==> src/rtl/i2c_master_tx.sv <==
// Write-only I2C master: START, address+W, one data byte per fifo entry, STOP.
// NACK on any byte aborts with STOP. SCL/SDA are open-drain enables; pads live outside.
module i2c_master_tx #(
   parameter int p_WORD_LEN = 8,
   parameter int p_CLK_DIV  = 4
) (
   input  logic                  i_clk,
   input  logic                  i_rst_n,
   input  logic                  i_start,
   input  logic [6:0]            i_addr,
   input  logic                  i_deq_rdy,
   output logic                  o_deq_en,
   input  logic [p_WORD_LEN-1:0] i_deq_data,
   output logic                  o_scl,
   output logic                  o_sda_oe,
   input  logic                  i_sda,
   output logic                  o_busy,
   output logic                  o_done,
   output logic                  o_nack
);

   localparam logic [2:0] S_IDLE  = 3'd0;
   localparam logic [2:0] S_START = 3'd1;
   localparam logic [2:0] S_ADDR  = 3'd2;
   localparam logic [2:0] S_ACK_A = 3'd3;
   localparam logic [2:0] S_FETCH = 3'd4;
   localparam logic [2:0] S_DATA  = 3'd5;
   localparam logic [2:0] S_ACK_D = 3'd6;
   localparam logic [2:0] S_STOP  = 3'd7;

   localparam int              QW     = $clog2(p_CLK_DIV);
   localparam logic [QW-1:0]   Q_LAST = QW'(p_CLK_DIV - 1);
   localparam int              MSB    = p_WORD_LEN - 1;

   logic [2:0]            state_reg;
   logic [QW-1:0]         quarter_reg;
   logic [1:0]            phase_reg;
   logic [2:0]            bit_reg;
   logic [p_WORD_LEN-1:0] shift_reg;
   logic                  sda_hold_reg;
   logic                  ack_reg;
   logic                  fetch_wait_reg;
   logic                  nack_reg;

   logic q_last;
   logic bit_end;
   logic timed;
   logic scl_next;
   logic sda_oe_next;

   assign q_last  = (quarter_reg == Q_LAST);
   assign bit_end = q_last && (phase_reg == 2'd3);
   assign timed   = (state_reg != S_IDLE) && (state_reg != S_FETCH);

   // Phase 0 always repeats the previous SDA level so SDA never moves on the SCL falling edge.
   always_comb begin
      scl_next    = 1'b1;
      sda_oe_next = 1'b0;
      case (state_reg)
         S_IDLE: begin
            scl_next    = 1'b1;
            sda_oe_next = 1'b0;
         end
         S_START: begin
            scl_next    = 1'b1;
            sda_oe_next = phase_reg[1];
         end
         S_ADDR, S_DATA: begin
            scl_next    = phase_reg[1];
            sda_oe_next = (phase_reg == 2'd0) ? sda_hold_reg : ~shift_reg[MSB];
         end
         S_ACK_A, S_ACK_D: begin
            scl_next    = phase_reg[1];
            sda_oe_next = (phase_reg == 2'd0) ? sda_hold_reg : 1'b0;
         end
         S_FETCH: begin
            scl_next    = 1'b0;
            sda_oe_next = sda_hold_reg;
         end
         S_STOP: begin
            scl_next    = phase_reg[1];
            sda_oe_next = (phase_reg == 2'd0) ? sda_hold_reg : (phase_reg != 2'd3);
         end
         default: begin
            scl_next    = 1'b1;
            sda_oe_next = 1'b0;
         end
      endcase
   end

   assign o_scl    = scl_next;
   assign o_sda_oe = sda_oe_next;
   assign o_deq_en = (state_reg == S_FETCH) && !fetch_wait_reg && i_deq_rdy;
   assign o_busy   = (state_reg != S_IDLE);
   // Combinational so that i_start in the o_done cycle still sees a non-IDLE state.
   assign o_done   = (state_reg == S_STOP) && bit_end;
   assign o_nack   = nack_reg;

   always_ff @(posedge i_clk or negedge i_rst_n) begin
      if (!i_rst_n) begin
         state_reg      <= S_IDLE;
         quarter_reg    <= '0;
         phase_reg      <= 2'd0;
         bit_reg        <= 3'd0;
         shift_reg      <= '0;
         sda_hold_reg   <= 1'b0;
         ack_reg        <= 1'b0;
         fetch_wait_reg <= 1'b0;
         nack_reg       <= 1'b0;
      end else begin
         sda_hold_reg <= sda_oe_next;

         // Phase wraps 3->0 at bit end, so every state entry restarts the timer.
         if (timed) begin
            if (q_last) begin
               quarter_reg <= '0;
               phase_reg   <= phase_reg + 2'd1;
            end else begin
               quarter_reg <= quarter_reg + 1'b1;
            end
         end

         case (state_reg)
            S_IDLE: begin
               if (i_start) begin
                  shift_reg <= p_WORD_LEN'({i_addr, 1'b0});
                  nack_reg  <= 1'b0;
                  bit_reg   <= 3'd0;
                  state_reg <= S_START;
               end
            end
            S_START: begin
               if (bit_end) state_reg <= S_ADDR;
            end
            S_ADDR, S_DATA: begin
               if (bit_end) begin
                  shift_reg <= {shift_reg[MSB-1:0], 1'b0};
                  bit_reg   <= bit_reg + 3'd1;
                  if (bit_reg == 3'd7)
                     state_reg <= (state_reg == S_ADDR) ? S_ACK_A : S_ACK_D;
               end
            end
            S_ACK_A, S_ACK_D: begin
               if (q_last && (phase_reg == 2'd2)) ack_reg <= i_sda;
               if (bit_end) begin
                  if (ack_reg) begin
                     nack_reg  <= 1'b1;
                     state_reg <= S_STOP;
                  end else begin
                     state_reg <= S_FETCH;
                  end
               end
            end
            S_FETCH: begin
               if (fetch_wait_reg) begin
                  shift_reg      <= i_deq_data;
                  fetch_wait_reg <= 1'b0;
                  state_reg      <= S_DATA;
               end else if (i_deq_rdy) begin
                  fetch_wait_reg <= 1'b1;
               end else begin
                  state_reg <= S_STOP;
               end
            end
            S_STOP: begin
               if (bit_end) state_reg <= S_IDLE;
            end
            default: state_reg <= S_IDLE;
         endcase
      end
   end

endmodule
==> config.mk <==
export PLATFORM = sky130hd
export DESIGN_NAME = i2c_master_tx
export DESIGN_NICKNAME = d
export VERILOG_FILES = /design/src/rtl/i2c_master_tx.sv
export SDC_FILE = /design/constraint.sdc
export NUM_CORES = 1
export LEC_CHECK = 0
export ABC_AREA = 1
export BUFFER_PORTS_ARGS = -buffer_cell sky130_fd_sc_hd__buf_2
export CAP_MARGIN = 20
export CORE_MARGIN = 8
export CORE_UTILIZATION = 45
export CTS_CLUSTER_DIAMETER = 200
export DETAILED_ROUTE_END_ITERATION = 6
export GPL_TIMING_DRIVEN = 0
export PLACE_DENSITY = 0.7
export RECOVER_POWER = 100
export SYNTH_ARGS = -nofsm -noshare
export SYNTH_HDL_FRONTEND = slang
export SYNTH_SLANG_ARGS = --single-unit
==> constraint.sdc <==
create_clock -name i_clk -period 1.85 [get_ports i_clk]
set_clock_uncertainty 0.05 [all_clocks]
set_input_delay 0.2775 -clock i_clk [delete_from_list [all_inputs] [get_ports i_clk]]
set_output_delay 0.2775 -clock i_clk [all_outputs]
set_load 0.03 [all_outputs]
==> impl_metrics.ini <==
[floorplan]
die_width_um = 71.2
core_um2 = 2980
initial_utilization = 0.461
io-pin-count = 26
die_area_um2 = 5070
die_h_um = 71.2
row_count = 20

[route]
wl_per_cell_um = 13.0
vias = 1418
finalWirelength_um = 3590
detail-route-antenna-nets = 0
wl_met3_um = 135
routed-wl-met2_um = 1800
dr.first_iter.drc_count = 61
post-route-drc-count = 0
top_layer = met4
m1WireLength_um = 1640
drt_first_pass_iters = 4
viasPerCell = 5.12

[critical_path]
cp-end-kind = output port
crit_chain = inv_4 -> nand2_4 -> nor2_4 -> nand2_1 -> o21ai_1 -> inv_1 -> nand4_1 -> buf_6
timing.rr.end = shift_reg[7]$_DFFE_PN0P_
start_kind = flip-flop
path_class = flip-flop to output port
slowest_stage = dfrtp_2
critPathMaxFanout = 6
r2r_setup_slack_ns = 0.20
rr_worst_depth = 10
arrival_ns = 1.54
crit_family = flip-flops
path_buf_inv = 3
critPathRequiredTime_ns = 1.52
reg2reg_from = state_reg[0]$_DFFE_PN0P_
max_stage_delay_ns = 0.50

[layout]
largest_register_ffs = 8
nets = 272
synthToLayoutAreaGrowth_pct = 34.5
fin_util = 0.619
drive_gt1_frac = 0.328
antenna_cells = 0

[logic_synthesis]
yosysSeqAreaShare = 0.401
syn_inst = 195
avgSynthCellArea_um2 = 7.03
ys_top_cells_by_area = dfrtp_1, nand2_1, nand3_1
synth_top_family_by_area = simple AND/OR/NAND/NOR gates
synth_xor_area_frac = 0.00639
yosys_warnings = 0
synth_nets = 221
synth.distinct_cells = 23
synth_ff_type = dfrtp_1
synth-simple-area-share = 0.422
synthMuxAreaShare = 0
synth_edf_count = 0
synth_fa_ha_area_frac = 0.0547
synth_top_area_share = 0.401
synth-seq-cells = 22
synthTopCellsByCount = nand2_1, nand3_1, dfrtp_1, inv_1, nor2_1
synth.most_common_cell = nand2_1
netlist_area_um2 = 1370
async_reset_ff_frac = 1.00
synth_compound_gate_area_share = 0.0593
yosysTopAreaCell = dfrtp_1

[grt]
first_global_vias = 1203
grt_usage = 0.131
antenna_found_initial = 0
grt_max_degree = 23
overflow = 0
grt_pass1_wl_um = 5440

[outcome]
violations = setup timing
status = finished with violations

[sta]
max_slew.worst_pin.slew_ns = 1.20
fin_crit_sh = 1.01
setup_viol = 1
relSlewSlack = 0.203
tns_ns = -0.0212
fin_crit_ns = 1.87
slew_violations = 0
rsz0062_at_grt = yes
worst_slack_ns = -0.0212
fmax_ghz = 0.534
hold_viol = 0
holdWs_ns = 0.144

[clock_network]
htreeDepth = 1
clk_pin_slew_ns = 0.12
cts_made_buffers = 3
clock-sinks = 22
root_buffer = clkbuf_4
cts_tree = yes
cts.path.max_buffers = 2
worstSkewPairLatency_ns = 0.31

[placed_design]
gp_congestion = 0.857
dp_hpwl_um = 2370
port_buffers = 25

[worst_hold_path]
hold_end = ack_reg$_DFFE_PN0P_
holdPathStages = 3
hp-start = i_sda
hold_class = primary input to flip-flop

[power_and_ir_drop]
total_power_w = 0.00344
vdd_ir_drop_max_v = 0.00110
p_per_area_nw_per_um2 = 1870
leakage_nw = 1.03

[job]
drv_cap = 0
metrics by stage:
step	setup WS (ns)	cells	cell area, µm²
after floorplan	0.196	195	1370
after global placement	-0.0942	253	1540
after detailed placement	-0.118	253	1540
after CTS	-0.0578	263	1640
after global routing	-0.119	277	1840
final	-0.0212	277	1840
report_power, final:
part	total (W)	internal (W)	leakage (nW)	switching [W]
sequential	0.000876	0.000703	0.273	0.000173
combinational	0.00235	0.000944	0.746	0.00140
clock	0.000219	0.0000761	0.0138	0.000143
total	0.00344	0.00172	1.03	0.00172
routing by layer:
metal | GRT usage | vias up
met1 | 0.164 | 673
met4 | 0.0277 | 0
met5 | 0 | -
met2 | 0.213 | 25
met3 | 0.0410 | 2
li1 | - | 718
tightest hold or removal path, stage by stage:
cell and delay (ns):
buf_2 0.09, inv_1 0.04, o21ai_1 0.06
area by class of cell:
class | count | area, µm²
multi-input cells | 153 | 822
repair buffers | 46 | 313
plain buffers | 1 | 11.3
flip-flops and latches | 22 | 553
well taps | 33 | 41.3
inverters | 19 | 81.3
fillers | 283 | 1130
clock buffers | 3 | 22.5
worst max-delay path by stage:
stage	startpoint	endpoint	slack, ns	cells past startpoint
CTS	state_reg[0]$_DFFE_PN0P_	o_deq_en	-0.06	5
floorplan	state_reg[0]$_DFFE_PN0P_	o_sda_oe	0.20	7
finish	state_reg[0]$_DFFE_PN0P_	o_sda_oe	-0.02	8
global placement	state_reg[0]$_DFFE_PN0P_	o_sda_oe	-0.09	8
global route	state_reg[0]$_DFFE_PN0P_	o_sda_oe	-0.12	8
detailed placement	state_reg[0]$_DFFE_PN0P_	o_sda_oe	-0.12	8
layout by cell type, fill, tap and decap left out, drive strengths merged:
master	Yosys	final
or2	1	1
nor2	16	16
nand3b	1	1
nand4	1	1
ha	6	6
o22ai	1	1
clkbuf	0	4
xor2	1	1
nand3	25	25
buf	1	45
nor3	1	1
o21bai	3	3
o21ai	7	7
nand2	87	87
a21oi	2	2
inv	19	19
o21a	1	1
dlygate4sd3	0	1
dfrtp	22	22
what timing repair did:
| action | in CTS | in global routing |
|---|---|---|
| hold buffers | 1 | 0 |
| gates cloned | 0 | 0 |
| pin swaps | 2 | 9 |
| setup endpoints to repair | 1 | 5 |
| setup buffers | 6 | 14 |
| hold endpoints to repair | 22 | 0 |
| resized for setup | 12 | 30 |
cell families after synthesis:
logic type                 after synthesis
adders and majority gates                6
and+or+nand+nor                        132
buffers and inverters                   20
AOI/OAI and AO/OA                       14
xor gates and xnor gates                 1
DFF                                     22
No activity file was read; power rests on OpenSTA's default activity.
